### src/rtl/extend_pkg.sv
// Shared types and widths for the ARM immediate extender.
// Optional feature macro used by this slice: EXTEND_ROT_EN (rotated DP immediates).
package extend_pkg;

    localparam int IN_W  = 24;
    localparam int OUT_W = 32;

    typedef enum logic [1:0] {
        IMM_DP8   = 2'b00,
        IMM_MEM12 = 2'b01,
        IMM_BR24  = 2'b10,
        IMM_RSVD  = 2'b11
    } imm_src_e;

    // Branch offset: sign-extend imm24 and scale to a byte offset.
    function automatic logic [OUT_W-1:0] branchImm(input logic [IN_W-1:0] data);
        return {{6{data[IN_W-1]}}, data, 2'b00};
    endfunction

endpackage

### src/rtl/extend_if.sv
// Request/response bundle between the control/datapath and the immediate extender.
interface extend_if;
    import extend_pkg::*;

    logic [IN_W-1:0]  theData;
    logic [1:0]       ImmSrc;
    logic             in_valid;
    logic [OUT_W-1:0] ExtImm;
    logic             out_valid;

    modport master (
        output theData, ImmSrc, in_valid,
        input  ExtImm, out_valid
    );

    modport slave (
        input  theData, ImmSrc, in_valid,
        output ExtImm, out_valid
    );

endinterface

### src/rtl/extend_imm_rotator.sv
// ARM data-processing immediate: zero-extended imm8 rotated right by twice rot.
module imm_rotator
    import extend_pkg::*;
(
    input  logic [7:0]       val_i,
    input  logic [3:0]       rot_i,
    output logic [OUT_W-1:0] res_o
);

    logic [OUT_W-1:0] src;
    logic [4:0]       amt;
    logic [5:0]       backAmt;

    assign src     = {24'b0, val_i};
    assign amt     = {rot_i, 1'b0};
    assign backAmt = 6'd32 - {1'b0, amt};

    // A left shift by 32 yields zero, so amt=0 degenerates to the plain value.
    assign res_o = (src >> amt) | (src << backAmt);

endmodule

### src/rtl/extend.sv
// Immediate extender with a one-cycle, valid-qualified output register.
// Define EXTEND_ROT_EN to make ImmSrc=00 produce the ARM rotated immediate.
module extend
    import extend_pkg::*;
(
    input logic   clk,
    input logic   rst_n,
    extend_if.slave bus
);

    logic [OUT_W-1:0] decoded;
    logic [OUT_W-1:0] dpImm;
    logic [OUT_W-1:0] extImm_d, extImm_q;
    logic             outValid_d, outValid_q;

`ifdef EXTEND_ROT_EN
    imm_rotator u_rot (
        .val_i (bus.theData[7:0]),
        .rot_i (bus.theData[11:8]),
        .res_o (dpImm)
    );
`else
    assign dpImm = {24'b0, bus.theData[7:0]};
`endif

    always_comb begin
        decoded = '0;
        case (imm_src_e'(bus.ImmSrc))
            IMM_DP8:   decoded = dpImm;
            IMM_MEM12: decoded = {20'b0, bus.theData[11:0]};
            IMM_BR24:  decoded = branchImm(bus.theData);
            IMM_RSVD:  decoded = '0;
            default:   decoded = '0;
        endcase
    end

    // Idle cycles keep the last immediate visible; only the valid drops.
    always_comb begin
        extImm_d   = extImm_q;
        outValid_d = bus.in_valid;
        if (bus.in_valid) begin
            extImm_d = decoded;
        end
    end

    always_ff @(posedge clk or negedge rst_n) begin
        if (!rst_n) begin
            extImm_q   <= '0;
            outValid_q <= 1'b0;
        end else begin
            extImm_q   <= extImm_d;
            outValid_q <= outValid_d;
        end
    end

    assign bus.ExtImm    = extImm_q;
    assign bus.out_valid = outValid_q;

endmodule

### src/flat_wrapper.sv
// flat-port wrapper written by rule: the top's interface ports become plain ports
module extend_flat import extend_pkg::*;
  (clk, rst_n, bus_theData, bus_ImmSrc, bus_in_valid, bus_ExtImm, bus_out_valid);
  extend_if bus_i ();
  input logic clk;
  input logic rst_n;
  input wire logic [$bits(bus_i.theData)-1:0] bus_theData;
  input wire logic [$bits(bus_i.ImmSrc)-1:0] bus_ImmSrc;
  input wire logic [$bits(bus_i.in_valid)-1:0] bus_in_valid;
  output wire logic [$bits(bus_i.ExtImm)-1:0] bus_ExtImm;
  output wire logic [$bits(bus_i.out_valid)-1:0] bus_out_valid;
  assign bus_i.theData = bus_theData;
  assign bus_i.ImmSrc = bus_ImmSrc;
  assign bus_i.in_valid = bus_in_valid;
  assign bus_ExtImm = bus_i.ExtImm;
  assign bus_out_valid = bus_i.out_valid;
  extend u_core (.clk(clk), .rst_n(rst_n), .bus(bus_i));
endmodule
### config.mk
export PLATFORM = sky130hd
export DESIGN_NAME = extend_flat
export DESIGN_NICKNAME = d
export VERILOG_FILES = /design/src/rtl/extend_pkg.sv /design/src/rtl/extend_if.sv /design/src/rtl/extend_imm_rotator.sv /design/src/rtl/extend.sv /design/src/flat_wrapper.sv
export SDC_FILE = /design/constraint.sdc
export NUM_CORES = 1
export LEC_CHECK = 0
export BUFFER_PORTS_ARGS = -buffer_cell sky130_fd_sc_hd__buf_2
export CAP_MARGIN = 10
export CORE_UTILIZATION = 45
export DETAILED_ROUTE_END_ITERATION = 12
export GPL_TIMING_DRIVEN = 0
export PLACE_DENSITY = 0.79
export SETUP_SLACK_MARGIN = 0.05
export SLEW_MARGIN = 20
export SYNTH_ARGS = -nofsm -noshare
export SYNTH_HDL_FRONTEND = slang
export SYNTH_SLANG_ARGS = --single-unit
### constraint.sdc
create_clock -name clk -period 0.85 [get_ports clk]
set_input_delay 0.1275 -clock clk [delete_from_list [all_inputs] [get_ports clk]]
set_output_delay 0.1275 -clock clk [all_outputs]
set_load 0.005 [all_outputs]
# Word level (Yosys, flattened, before mapping)
# Cells that the tools add are included.
# word_totals
reg_bits	33
latchBits	0
ramBits	0
mem_bits_ro	0
inputBits	29
elab_cells	7
mem_count	0
# classes
n_addsub	0
multipliers	0
div	0
n_lt_le_gt_ge	0
n_eq_ne	3
shift	0
n_mux	1
n_bitwise	0
reduce_logical	1
# ops
cell	n
$pmux W32 S4	1
$eq A2 B2 Y1 const B	2
$eq A2 B1 Y1 const B	1
$logic_not A2 Y1	1

# Longest topological paths before layout
# Gate-level depths: netlist of run 1.
# logic_depth
ltp_word	2
ltp_mapped	4

# Least setup slack after synthesis of run 1
# OpenSTA, ideal clock, no wires.
# synth_timing
path_type	input to register
startpoint	input bus_in_valid
endpoint	register u_core.extImm_q[0] (netlist: u_core.bus.ExtImm[0])
setup_time_ps	136
t_arrival_ps	615
t_required_ps	714
path_slack_ps	99
stages	3
path_buffers	2
path_cell_list	buf_2 clkbuf_1 o21ai_0
# synth_rtl
element	line_no	rtl
start, declared	flat_wrapper.sv:9	input wire logic [$bits(bus_i.in_valid)-1:0] bus_in_valid;
end signal, assigned	extend.sv:51	extImm_q <= extImm_d;
end, declared	extend.sv:13	logic [OUT_W-1:0] extImm_d, extImm_q;
# No word-level cell between the ends.

==> results of run 1 <==
sequential cells by signal, indices dropped and copies added, names as in the netlist:
| register | count |
|---|---|
| u_core.bus.ExtImm | 26 |
| u_core.bus.out_valid | 1 |
worst max path at each step:
| stage | from | end | slack [ps] | cells past startpoint |
|---|---|---|---|---|
| 2_1_floorplan | bus_in_valid | u_core.bus.ExtImm[0] | 100 | 3 |
| 3_3_place_gp | bus_in_valid | u_core.bus.ExtImm[1] | -160 | 4 |
| 4_1_cts | u_core.bus.ExtImm[30] | bus_ExtImm[26] | -330 | 2 |
| 6_report | u_core.bus.ExtImm[30] | bus_ExtImm[26] | -310 | 2 |
| 5_1_grt | u_core.bus.ExtImm[30] | bus_ExtImm[31] | -370 | 2 |
| 3_5_place_dp | bus_in_valid | u_core.bus.ExtImm[1] | -190 | 4 |
worst max-delay path, stage by stage (launching register included):
cell	delay, ps
dfrtp_2	480
buf_4	140
buf_2	110
final cells by class:
cell class	count	area [um^2]	area share [%]
Inverter	18	67.6	3.87
Timing Repair Buffer	70	375	21.5
Tap cell	31	38.8	2.22
Buffer	15	105	6.01
Multi-Input combinational cell	68	458	26.2
Sequential cell	27	677	38.7
Clock buffer	4	26.3	1.50
routing by layer:
metal / GRT usage [%] / up-vias
li1: - / 569
met1: 26.4 / 548
met2: 29.9 / 47
met3: 3.72 / 2
met4: 3.21 / 0
met5: 0 / -
cell usage after synthesis:
library cell	number
dfrtp_1	27
inv_1	18
nand2_1	16
nand2b_1	10
o22ai_2	10
nand3b_1	8
buf_4	7
a31oi_1	6
nor2_1	6
buf_2	5
o221ai_1	4
o22ai_1	4
buf_6	2
nand4b_1	2
o21ai_0	2
clkbuf_1	1
stage by stage:
step | power, mW | std cells | setup slack, ps | hold WS [ps] | cell area, um^2
2_1_floorplan | 1.71 | 128 | 99.4 | -168 | 1300
3_3_place_gp | 1.95 | 220 | -157 | 157 | 1650
3_5_place_dp | 1.97 | 220 | -188 | 166 | 1650
4_1_cts | 2.51 | 229 | -330 | -186 | 1710
5_1_grt | 2.65 | 233 | -369 | -172 | 1750
6_report | 2.51 | 233 | -313 | -201 | 1750
cell families after synthesis:
kind of cell | count (synthesis) | synth area share [%]
buf+inv | 33 | 13.2
compound gates | 26 | 17.9
flops | 27 | 51.9
simple gates | 42 | 17.1
power by group through the flow:
stage | Sequential (mW) | Clock (mW) | Combinational [mW]
2_1_floorplan | 1.46 | 0 | 0.246
3_5_place_dp | 1.45 | 0 | 0.512
4_1_cts | 1.43 | 0.545 | 0.538
6_report | 1.43 | 0.525 | 0.554
5_1_grt | 1.44 | 0.602 | 0.612
3_3_place_gp | 1.45 | 0 | 0.496
repair_timing:
action,CTS,global route
endpoints found under the setup margin,33,35
setup buffers,4,4
resized for setup,1,3
hold endpoints to repair,28,27
==> impl_metrics.py, run 1 <==
metrics = {
    "outcome": {
        "status": "complete, but fails checks",
        "violations": "hold timing, setup timing",
    },
    "timing": {
        "timing.final.crit_share_pct": 137,
        "worstMarginPinSlew_ps": 594,
        "fmax_mhz": 860,
        "skew_ps": 0,
        "slew_headroom_pct": 60.4,
        "slew_viol_final": 0,
        "rsz0062_at_grt": "yes",
        "hold_violations": 27,
        "tns_ps": -4970,
        "setup_viol": 33,
        "postLayoutSetupSlackWorst_ps": -313,
        "hold_slack_ps": -201,
        "finalCriticalPeriod_ps": 1160,
    },
    "pwr": {
        "p_clk_share_pct": 20.9,
        "powerDensity_nw_per_um2": 1440,
        "net-switching-power_mw": 0.660,
        "ir_drop_uv": 850,
        "seqPwrFrac_pct": 57.0,
        "internal_power_mw": 1.85,
        "netSwitchingFraction_pct": 26.3,
        "p_comb_share_pct": 22.1,
        "leakage_nw": 0.917,
    },
    "global_routing": {
        "grtUsageTotal_pct": 18.6,
        "grt_max_degree": 28,
        "grt-ovfl-total": 0,
        "grt_pass1_vias": 1027,
        "grt_first_pass_wirelength_um": 4600,
        "antenna_found_initial": 0,
    },
    "synth": {
        "synth_fp_nets": 157,
        "yosysTopAreaCellShare_pct": 51.9,
        "yosysWarnings": 0,
        "syn_area_per_cell_um2": 10.2,
        "synth_seq_cells": 27,
        "synthesis.area_um2": 1300,
        "synth.distinct_cells": 16,
        "synth_largest_area_cell": "dfrtp_1",
        "yosysSeqAreaShare_pct": 51.9,
        "synthTopCellsByArea": "dfrtp_1 52%, o22ai_2 9.6%, inv_1 5.2%, nand2b_1 4.8%, nand2_1 4.6%",
        "netlist_instances": 128,
    },
    "cells_and_area": {
        "nets": 232,
        "layout.cells.most_common": "buf_2",
        "antenna_cells": 0,
        "layout_common_cells": "66 x buf_2, 26 x dfrtp_1, 18 x inv_1",
        "layout-drive-gt1-share_pct": 49.0,
        "nFillCells": 248,
        "fin_util_pct": 63.4,
        "syn_to_final_growth_pct": 34.2,
    },
    "setup_path": {
        "reg2reg_slack_ps": 40,
        "path_max_fanout": 8,
        "required_ps": 720,
        "worstSetupPathType": "flop to output pin",
        "crit_arrival_ps": 1040,
        "setup.worst_path.start_class": "flop",
        "endpoint_kind": "output pin",
        "worstReg2RegEnd": "u_core.bus.ExtImm[10]",
        "rr_worst_depth": 3,
        "worstReg2RegStart": "u_core.bus.ExtImm[10]",
    },
    "route": {
        "top_layer": "met4",
        "wl_per_cell_um": 12.5,
        "vias": 1166,
        "firstDrtPassIters": 4,
        "wl_met3_um": 196,
        "drc_errors": 0,
        "wl_met1_um": 1310,
        "drtIter0Drc": 46,
        "via_per_inst": 5.00,
        "met2_wirelength_um": 1400,
        "ant_nets": 0,
        "routed_wl_um": 2920,
    },
    "cts": {
        "clk_latency_ps": 300,
        "cts-root-buf": "clkbuf_4",
        "path_clk_slew_ps": 140,
        "cts_buffer_depth": 2,
        "hold_buffers": 1,
        "cts_tree": "done",
        "numCtsBuffers": 3,
        "cts_max_level": 1,
        "clkSinkCount": 27,
    },
    "die": {
        "rows": 19,
        "dieArea_um2": 3110,
        "die_w_um": 55.8,
        "coreArea_um2": 2760,
        "start_util_pct": 47.2,
        "io_pins": 62,
        "die_h_um": 55.8,
    },
    "placement": {
        "port_buffers": 61,
        "hpwl_um": 2170,
        "gp_congestion": 0.770,
    },
    "run": {
        "max_cap_violations": 0,
    },
    "min_path": {
        "min_path_type": "primary input to async pin",
    },
}
Note: power is estimated with default switching activity, not from simulation.
==> run 2, diff against run 1 <==
--- a/config.mk
+++ b/config.mk
@@ -5,13 +5,15 @@
 export SDC_FILE = /design/constraint.sdc
 export NUM_CORES = 1
 export LEC_CHECK = 0
+export ABC_AREA = 1
 export BUFFER_PORTS_ARGS = -buffer_cell sky130_fd_sc_hd__buf_2
 export CAP_MARGIN = 10
 export CORE_UTILIZATION = 45
 export DETAILED_ROUTE_END_ITERATION = 12
 export GPL_TIMING_DRIVEN = 0
-export PLACE_DENSITY = 0.79
+export PLACE_DENSITY = 0.8
 export SETUP_SLACK_MARGIN = 0.05
+export SKIP_LAST_GASP = 1
 export SLEW_MARGIN = 20
 export SYNTH_ARGS = -nofsm -noshare
 export SYNTH_HDL_FRONTEND = slang
==> impl_metrics.py, run 2 <==
metrics = {
    "outcome": {
        "status": "complete, but fails checks",
        "violations": "hold timing, setup timing",
    },
    "cts": {
        "path_clk_slew_ps": 150,
        "cts_max_level": 1,
        "numCtsBuffers": 3,
        "clkSinkCount": 27,
        "hold_buffers": 1,
        "clk_latency_ps": 320,
        "cts_buffer_depth": 2,
        "cts-root-buf": "clkbuf_4",
        "cts_tree": "done",
    },
    "route": {
        "drtIter0Drc": 15,
        "vias": 1214,
        "ant_nets": 0,
        "drc_errors": 0,
        "firstDrtPassIters": 6,
        "routed_wl_um": 2940,
        "wl_per_cell_um": 11.8,
        "via_per_inst": 4.88,
    },
    "synth": {
        "yosysTopAreaCellShare_pct": 53.5,
        "netlist_instances": 140,
        "synthesis.area_um2": 1260,
        "synth_fp_nets": 169,
        "yosysSeqAreaShare_pct": 53.5,
        "async_reset_ff_share_pct": 100,
        "synth_most_common_cell": "nand2_1",
        "synth.distinct_cells": 14,
        "synth_seq_cells": 27,
        "synth_top_cells_by_count": "56 x nand2_1, 27 x dfrtp_1, 10 x nand3_1, 10 x nand4_1, 10 x o21ai_2",
        "synthTopCellsByArea": "dfrtp_1 53%, nand2_1 17%, o21ai_2 6.9%, buf_4 5.3%, nand4_1 5.0%",
        "synth-edff-count": 0,
        "synth_largest_area_cell": "dfrtp_1",
        "ys.flop_type": "dfrtp_1",
        "yosysWarnings": 0,
        "syn_area_per_cell_um2": 9.03,
    },
    "timing": {
        "rsz0062_at_grt": "yes",
        "timing.final.crit_share_pct": 138,
        "worstMarginPinSlew_ps": 596,
        "postLayoutSetupSlackWorst_ps": -324,
        "tns_ps": -5600,
        "slew_viol_final": 0,
        "setup_viol": 34,
        "finalCriticalPeriod_ps": 1170,
        "hold_slack_ps": -219,
        "fmax_mhz": 852,
        "skew_ps": 0,
        "slew_headroom_pct": 60.3,
        "hold_violations": 27,
    },
    "die": {
        "io_pins": 62,
        "start_util_pct": 49.2,
        "rows": 18,
        "coreArea_um2": 2570,
        "die_w_um": 55.0,
        "dieArea_um2": 3020,
        "die_h_um": 55.0,
    },
    "global_routing": {
        "grt-ovfl-total": 0,
        "grt_first_pass_wirelength_um": 4510,
        "grtUsageTotal_pct": 21.2,
        "antenna_found_initial": 0,
        "grt_pass1_vias": 1096,
        "grt_max_degree": 28,
    },
    "placement": {
        "placed_area_um2": 1610,
        "dp_slack_ps": -49.2,
        "hpwl_um": 2140,
        "gp_congestion": 0.793,
        "port_buffers": 61,
    },
    "setup_path": {
        "endpoint_kind": "output pin",
        "worstSetupPathType": "flop to output pin",
        "crit_arrival_ps": 1050,
        "required_ps": 720,
        "path_max_fanout": 8,
        "setup.worst_path.start_class": "flop",
    },
    "run": {
        "max_cap_violations": 0,
    },
    "pwr": {
        "leakage_nw": 1.03,
        "powerDensity_nw_per_um2": 1450,
        "ir_drop_uv": 936,
    },
    "min_path": {
        "min_path_type": "primary input to async pin",
    },
    "cells_and_area": {
        "layout_common_cells": "63 x buf_2, 55 x nand2_1, 26 x dfrtp_1",
        "layout-drive-gt1-share_pct": 48.9,
        "nFillCells": 226,
        "syn_to_final_growth_pct": 39.1,
        "layout.cells.most_common": "buf_2",
        "largest_reg_flops": 26,
        "fin_util_pct": 68.5,
        "fin_area_um2": 1760,
        "antenna_cells": 0,
        "nets": 249,
    },
}
[run 2: cell count changes after synthesis, moves of 5 or more]
cell      previous run  this run
nand3b_1             8         0
nand2b_1            10         0
nor2_1               6         1
o22ai_2             10         0
inv_1               18         5
a31oi_1              6         0
nand2_1             16        56
nand4_1              0        10
o21ai_2              0        10
nand3_1              0        10
[run 2: cells by family after synthesis]
kind of cell / Yosys count / share of synthesized area [%]
simple gates: 79 / 27.2
flops: 27 / 53.5
buf+inv: 20 / 10.8
compound gates: 14 / 8.51
[run 2: stage by stage]
stage	power (mW)	std cells
floorplan	1.68	140
global placement	1.92	231
detailed placement	1.93	231
CTS	2.53	245
global route	2.67	249
finish	2.55	249
[run 2: power breakdown]
part           internal, mW  switching [mW]
clock network         0.184           0.377
registers              1.38          0.0491
logic                 0.289           0.271
total                  1.85           0.698
[run 2: area by class of cell]
cell class / instances / area, um^2 / share of cell area [%]
Sequential cell: 27 / 677 / 38.5
Clock buffer: 4 / 26.3 / 1.49
Inverter: 6 / 25.0 / 1.42
Tap cell: 30 / 37.5 / 2.14
Multi-Input combinational cell: 93 / 464 / 26.4
Timing Repair Buffer: 75 / 417 / 23.7
Buffer: 14 / 111 / 6.33
[run 2: critical path, stage by stage (launching register included)]
cell and delay (ps):
dfrtp_2 470, buf_4 140, buf_2 110
[run 2: worst paths after layout]
path                                       startpoint                    end  slack, ps  cells past startpoint
min in group clk                       bus_theData[0]   u_core.bus.ExtImm[0]         10                      3
max in group asynchronous                       rst_n  u_core.bus.ExtImm[30]        640                      1
worst max register to register  u_core.bus.ExtImm[30]  u_core.bus.ExtImm[30]        -70                      4
worst min-delay path                            rst_n   u_core.bus.ExtImm[5]       -220                      1
worst max-delay path            u_core.bus.ExtImm[30]         bus_ExtImm[31]       -320                      2
worst min register to register  u_core.bus.ExtImm[18]  u_core.bus.ExtImm[18]        500                      2
[run 2: what timing repair did]
action,in CTS,in global routing
hold endpoints to repair,28,27
resized for setup,1,4
pin swaps,0,2
setup buffers,9,5
endpoints found under the setup margin,33,37
[run 2: metal layers]
metal  up-vias  wire [um]  GRT usage (%)
li1        610          -              -
met2        45       1460           36.9
met1       552       1280           26.3
met5         -          0              0
met3         7        149           2.73
met4         0         57           8.75
